--- src/rtl/divisor_32_pkg.sv ---
// Shared ALU definitions: default datapath width and divider FSM state encoding.
package divisor_32_pkg;

   localparam int DIV_WIDTH = 32;

   localparam logic [1:0] ST_IDLE = 2'b00;
   localparam logic [1:0] ST_RUN  = 2'b01;
   localparam logic [1:0] ST_DONE = 2'b10;

endpackage

--- src/rtl/div_step.sv ---
// One restoring-division trial subtraction: partial remainder minus divisor magnitude.
// Purely combinational; borrow=1 means the divisor did not fit and the remainder is restored.
module div_step
   import divisor_32_pkg::*;
#(
   parameter int WIDTH = DIV_WIDTH
) (
   input  logic [WIDTH:0]   prem,
   input  logic [WIDTH-1:0] dvsr,
   output logic [WIDTH:0]   diff,
   output logic             borrow
);

   assign {borrow, diff} = {1'b0, prem} - {2'b00, dvsr};

endmodule

--- src/rtl/divisor_32.sv ---
// Iterative restoring divider, unsigned or two's-complement, one quotient bit per cycle.
// Latency WIDTH+2 cycles (2 on divide by zero); start is ignored while an operation is in flight.
module divisor_32
   import divisor_32_pkg::*;
#(
   parameter int WIDTH = DIV_WIDTH
) (
   input  logic             clk,
   input  logic             rst_n,
   input  logic             start,
   input  logic             f0,
   input  logic [WIDTH-1:0] A,
   input  logic [WIDTH-1:0] B,
   output logic [WIDTH-1:0] Q,
   output logic [WIDTH-1:0] R,
   output logic             busy,
   output logic             done,
   output logic             div0
);

   localparam int CNT_W = (WIDTH > 1) ? $clog2(WIDTH) : 1;
   localparam logic [CNT_W-1:0] LAST_STEP = CNT_W'(WIDTH - 1);

   logic [1:0]       state;
   logic [CNT_W-1:0] cnt;
   logic [WIDTH-1:0] a_reg;
   logic [WIDTH-1:0] b_reg;
   logic             f0_reg;
   logic [WIDTH-1:0] b_mag;
   logic [WIDTH-1:0] rem;
   // Holds the dividend magnitude; quotient bits shift in from the bottom as dividend bits leave the top.
   logic [WIDTH-1:0] dq;

   logic             a_neg_in;
   logic             b_neg_in;
   logic [WIDTH-1:0] a_mag_in;
   logic [WIDTH-1:0] b_mag_in;
   logic [WIDTH:0]   prem;
   logic [WIDTH:0]   step_diff;
   logic             step_borrow;
   logic             neg_q;
   logic             neg_r;
   logic             unused_diff_msb;

   assign a_neg_in = f0 & A[WIDTH-1];
   assign b_neg_in = f0 & B[WIDTH-1];
   assign a_mag_in = a_neg_in ? (~A + WIDTH'(1)) : A;
   assign b_mag_in = b_neg_in ? (~B + WIDTH'(1)) : B;

   assign prem = {rem, dq[WIDTH-1]};

   div_step #(.WIDTH(WIDTH)) u_step (
      .prem   (prem),
      .dvsr   (b_mag),
      .diff   (step_diff),
      .borrow (step_borrow)
   );

   // The remainder stays below the divisor, so the difference never needs its top bit.
   assign unused_diff_msb = step_diff[WIDTH];

   assign neg_q = f0_reg & (a_reg[WIDTH-1] ^ b_reg[WIDTH-1]);
   assign neg_r = f0_reg & a_reg[WIDTH-1];
   assign busy  = (state == ST_RUN);

   always_ff @(posedge clk) begin
      if (!rst_n) begin
         state  <= ST_IDLE;
         cnt    <= '0;
         a_reg  <= '0;
         b_reg  <= '0;
         f0_reg <= 1'b0;
         b_mag  <= '0;
         rem    <= '0;
         dq     <= '0;
         Q      <= '0;
         R      <= '0;
         done   <= 1'b0;
         div0   <= 1'b0;
      end else begin
         done <= 1'b0;
         case (state)
            ST_IDLE: begin
               if (start) begin
                  a_reg  <= A;
                  b_reg  <= B;
                  f0_reg <= f0;
                  b_mag  <= b_mag_in;
                  dq     <= a_mag_in;
                  rem    <= '0;
                  cnt    <= '0;
                  div0   <= 1'b0;
                  state  <= (B == '0) ? ST_DONE : ST_RUN;
               end
            end
            ST_RUN: begin
               rem <= step_borrow ? prem[WIDTH-1:0] : step_diff[WIDTH-1:0];
               dq  <= {dq[WIDTH-2:0], ~step_borrow};
               cnt <= cnt + CNT_W'(1);
               if (cnt == LAST_STEP) state <= ST_DONE;
            end
            ST_DONE: begin
               done  <= 1'b1;
               state <= ST_IDLE;
               if (b_reg == '0) begin
                  Q    <= '1;
                  R    <= a_reg;
                  div0 <= 1'b1;
               end else begin
                  // Most-negative / -1 falls out naturally: magnitude 2^(W-1) negates to itself.
                  Q <= neg_q ? (~dq + WIDTH'(1)) : dq;
                  R <= neg_r ? (~rem + WIDTH'(1)) : rem;
               end
            end
            default: state <= ST_IDLE;
         endcase
      end
   end

endmodule

--- config.mk ---
export PLATFORM = sky130hd
export DESIGN_NAME = divisor_32
export DESIGN_NICKNAME = d
export VERILOG_FILES = /design/src/rtl/divisor_32_pkg.sv /design/src/rtl/div_step.sv /design/src/rtl/divisor_32.sv
export SDC_FILE = /design/constraint.sdc
export NUM_CORES = 1
export LEC_CHECK = 0
export BUFFER_PORTS_ARGS = -buffer_cell sky130_fd_sc_hd__buf_2
export CORE_ASPECT_RATIO = 1.25
export CORE_UTILIZATION = 50
export DETAILED_ROUTE_END_ITERATION = 10
export GPL_ROUTABILITY_DRIVEN = 0
export PLACE_DENSITY = 0.82
export SLEW_MARGIN = 10
export SYNTH_ARGS = -nofsm -noshare
export SYNTH_HDL_FRONTEND = slang
export SYNTH_HIERARCHICAL = 1
export SYNTH_SLANG_ARGS = --single-unit
--- constraint.sdc ---
create_clock -name clk -period 3.1 [get_ports clk]
set_input_delay 0.155 -clock clk [delete_from_list [all_inputs] [get_ports clk]]
set_output_delay 0.155 -clock clk [all_outputs]
set_load 0.03 [all_outputs]
# After elaboration in Yosys (flattened, before gate mapping)
# Index checks and enable logic that the tools add are counted.
# Widths: inputs -> output; s select.
[word_totals] in_bits=68 regBits=234
[op_classes] reduce_logical=9 n_bitwise=10 add_sub_neg=6 mux=21 eq_ne=6
[op_table] operator="$mux 32" count=9
[op_table] operator="$add 32x1->32 const B" count=4
[op_table] operator="$not 32->32" count=4
[op_table] operator="$pmux 32 s2" count=2
[op_table] operator="$logic_not 32->1" count=2
[op_table] operator="$sub 33x32->34" count=1
[op_table] operator="$pmux 5 s2" count=1
[op_table] operator="$mux 2" count=3
[op_table] operator="$reduce_and 2->1" count=3
[op_table] operator="$add 5x1->5 const B" count=1
[op_table] operator="$eq 5x5->1 const B" count=1
[op_table] operator="$mux 5" count=1
[op_table] operator="$and 1x1->1" count=4
[op_table] operator="$ne 2x2->1 const B" count=2
[op_table] operator="$pmux 2 s2" count=1
[op_table] operator="$reduce_bool 2->1" count=2
[op_table] operator="$mux 1" count=3
[op_table] operator="$reduce_and 3->1" count=1
[op_table] operator="$eq 2x1->1 const B" count=1
[op_table] operator="$eq 2x2->1 const B" count=1
[op_table] operator="$logic_not 2->1" count=1
[op_table] operator="$ne 2x1->1 const B" count=1
[op_table] operator="$pmux 1 s2" count=1
[op_table] operator="$not 1->1" count=1
[op_table] operator="$xor 1x1->1" count=1

# Longest topological paths before layout
[depth] depth_word=5 depth_mapped=17 ltp_nobuf=16

# By module
# Netlist, hierarchy kept.
[by_module_without_submodules] mod="divisor_32" area_each_um2=11806.3 cells_per_inst=1458 n_inst=1
[by_module_without_submodules] mod="div_step" area_each_um2=1791.7 cells_per_inst=268 n_inst=1

# Worst setup path after synthesis
# OpenSTA, ideal clock, no wires.
[synth_timing] kind="register to register" start="register rem[5]" end="register rem[14]" period_less_slack_ps=3234 setup_ps=128 setup_slack_ps=-134 stages_incl_launch_ff=16 path_buffers=2 t_arrival_ps=3107 path_cell_list="dfxtp_1 -> ha_1 -> a211oi_2 -> nor2_1 -> o21a_1 -> nor3_1 -> a21o_1 -> a211o_1 -> o21ai_0 -> nor3_1 -> clkbuf_1 -> clkbuf_1 -> mux2i_1 -> nor2_1 -> a21oi_1 -> nor2_1"
[synth_between] elab_chain_cells=3
[synth_rtl] element="from (decl)" line="divisor_32.sv:30" text="logic [WIDTH-1:0] rem;"
[synth_rtl] element="from (signal assigned)" line="divisor_32.sv:97" text="rem <= step_borrow ? prem[WIDTH-1:0] : step_diff[WIDTH-1:0];"
[synth_rtl] element="$sub 33x32->34" line="div_step.sv:14" text="assign {borrow, diff} = {1'b0, prem} - {2'b00, dvsr};"
[synth_rtl] element="via step_borrow" line="divisor_32.sv:40" text="logic step_borrow;"
[synth_rtl] element="$mux 32" line="divisor_32.sv:97"
[synth_rtl] element="$pmux 32 s2" line="divisor_32.sv:82" text="case (state)"
# The timed path passes the listed nets, and every way through them passes these cells.
# A chain may end at the register's enable or synchronous reset.

# Worst setup path in the final report
[layout_timing] start="register b_mag[6]" end="register rem[20]"
[layout_between] elab_chain_cells=3
[layout_rtl] element="from (decl)" line="divisor_32.sv:29" text="logic [WIDTH-1:0] b_mag;"
[layout_rtl] element="from (signal assigned)" line="divisor_32.sv:88" text="b_mag <= b_mag_in;"
[layout_rtl] element="$sub 33x32->34" line="div_step.sv:14"
[layout_rtl] element="via step_borrow" line="divisor_32.sv:40"
[layout_rtl] element="$mux 32" line="divisor_32.sv:97"
[layout_rtl] element="$pmux 32 s2" line="divisor_32.sv:82"
# The timed path passes the listed nets, and every way through them passes these cells.

==> flow_summary.yaml <==
status:
  status: "complete, but fails checks"
  violations: "setup timing"
logic_synthesis:
  synth_fp_nets: 1828
  yosysWarnings: 6
  syn_avg_cell_area_um2: 7.88
  netlist_instances: 1721
  netlist_area_um2: 13600
sta:
  rsz0062_at_grt: "yes"
  period_minus_slack_ns: 3.12
  final.period_utilization_pct: 101
  setup_viol: 1
  tns_ns: -0.0247
  hold_viol_final: 0
  clock.fmax_mhz: 320
  slew_viol_final: 0
  skew_ns: 0.0234
  setup_slack_ns: -0.0247
  slew_headroom_pct: 33.6
  fin_hold_ws_ns: 0.0313
  worstMarginPinSlew_ns: 0.996
place:
  placed_cell_area_um2: 14700
  place_ws_ns: -0.0923
  dp_cells: 2138
  place_hpwl_um: 28600
  port_buffers: 134
worst_setup_path:
  crit_path_start_kind: "register"
  endpoint_kind: "register"
  crit_type: "reg2reg"
  arrival_ns: 3.54
  required_ns: 3.52
  crit_fanout: 8
  r2r_slack_ns: -0.02
pwr:
  p_int_mw: 5.53
  powerDensity_nw_per_um2: 469
  peakVddDrop_uv: 431
  p_comb_share_pct: 17.9
  p_seq_share_pct: 41.9
  clockPowerShare_pct: 40.2
  netSwitchingPower_mw: 2.19
  p_sw_share_pct: 28.3
  leakage_nw: 6.70
grt:
  grt_use_total_pct: 29.0
  antenna_found_initial: 1
  grt_remaining_overflow: 0
  grt_pass1_wl_um: 65000
  grt_max_degree: 105
  grt_pass1_vias: 13000
clock_network:
  numCtsBuffers: 25
  clock-sinks: 233
  htreeDepth: 1
  clock-root-buffer: "clkbuf_16"
  clkTransAtPathRegs_ns: 0.06
  clk_path_buf_depth: 3
  cts_tree: "built"
  clock_latency_ns: 0.54
die:
  core_um2: 26700
  start_util_pct: 50.7
  rows: 67
  boundaryPins: 135
  die_area_um2: 27800
  die_h_um: 186
  die_w_um: 149
run:
  maxCapViolations: 0
worst_hold_path:
  hold_path_class: "in2reg"
routing:
  routed_wirelength_um: 42000
  drc: 0
  ant_nets: 0
  wl_per_cell_um: 18.6
  drt_iter0_drc: 1375
  firstDrtPassIters: 8
  vias_per_cell: 6.17
  vias: 13900
layout:
  design_area_um2: 16500
  drive_gt1_share_pct: 15.8
  multi_input_area_um2: 8300
  regArea_um2: 4670
  fin_nets: 1998
  fin_cells: 2255
  n_fill_cell: 2181
  area_growth_pct: 21.4
==> path summary, 6_finish.rpt <==
kind	end	from	cells after the start
setup / recovery	rem[20]$_SDFFE_PN0P_	b_mag[6]$_SDFFE_PN0P_	16
hold reg to reg	div0$_SDFFE_PN0P_	div0$_SDFFE_PN0P_	2
hold / removal	state[0]$_SDFFE_PN0P_	rst_n	2
setup reg to reg	rem[20]$_SDFFE_PN0P_	b_mag[6]$_SDFFE_PN0P_	16
==> power by group through the flow <==
stage                     Clock (mW)  Sequential (mW)  Combinational, mW
after floorplan                    0             3.26              0.886
after global placement             0             3.29               1.19
after detailed placement           0             3.29               1.22
after CTS                       3.11             3.23               1.30
after global routing            3.25             3.25               1.49
final                           3.10             3.23               1.38
==> worst max-delay path, cell delays in order (launching register included) <==
cell       delay (ns)
dfxtp_2          0.32
inv_1            0.06
ha_4             0.28
buf_6            0.11
nand4_1          0.18
nor4_2           0.34
o21ai_2          0.13
a21o_1           0.19
a211o_1          0.32
o21ai_2          0.25
nor3_4           0.08
buf_6            0.14
clkbuf_16        0.16
mux2i_1          0.17
nor2_1           0.06
a21oi_1          0.14
nor2_1           0.05
==> what timing repair did <==
item | in CTS | in global routing
setup endpoints to repair | 15 | 33
buffers inserted | 0 | 5
gates cloned | 0 | 1
gates resized for setup | 2 | 28
endpoints found under the hold margin | 91 | 0
pin swaps | 0 | 9
hold buffers | 65 | 0
==> stage by stage <==
stage / utilization (%) / power (mW)
final: 61.5 / 7.72
after detailed placement: 55.1 / 4.52
after global placement: 55.1 / 4.48
after floorplan: - / 4.14
after global routing: 61.5 / 7.99
after CTS: 60.7 / 7.63
==> cells in the final DEF (no fill, tap or decap), types with 44 or more instances in the layout <==
cell type / count
xnor2_1: 87
dlygate4sd3_1: 65
inv_1: 62
nor2_1: 163
buf_2: 134
nand2_1: 186
buf_4: 65
mux2i_1: 44
a21oi_1: 198
o21ai_0: 80
dfxtp_1: 232
==> layout make-up <==
type / instances / area share, %
Inverter: 63 / 1.45
Multi-Input combinational cell: 1295 / 50.4
Clock inverter: 7 / 0.707
Tap cell: 345 / 2.62
Clock buffer: 38 / 4.40
Timing Repair Buffer: 273 / 12.0
Antenna cell: 1 / 0.0152
Sequential cell: 233 / 28.3
==> per-layer routing <==
layer	global-route usage, %	vias to the layer above	routed length, um
met5	0	-	0
met4	16.4	0	2270
met3	3.95	179	2910
met2	52.7	656	20900
met1	32.3	6545	16000
li1	-	6541	-
(Power assumes the default switching activity.)
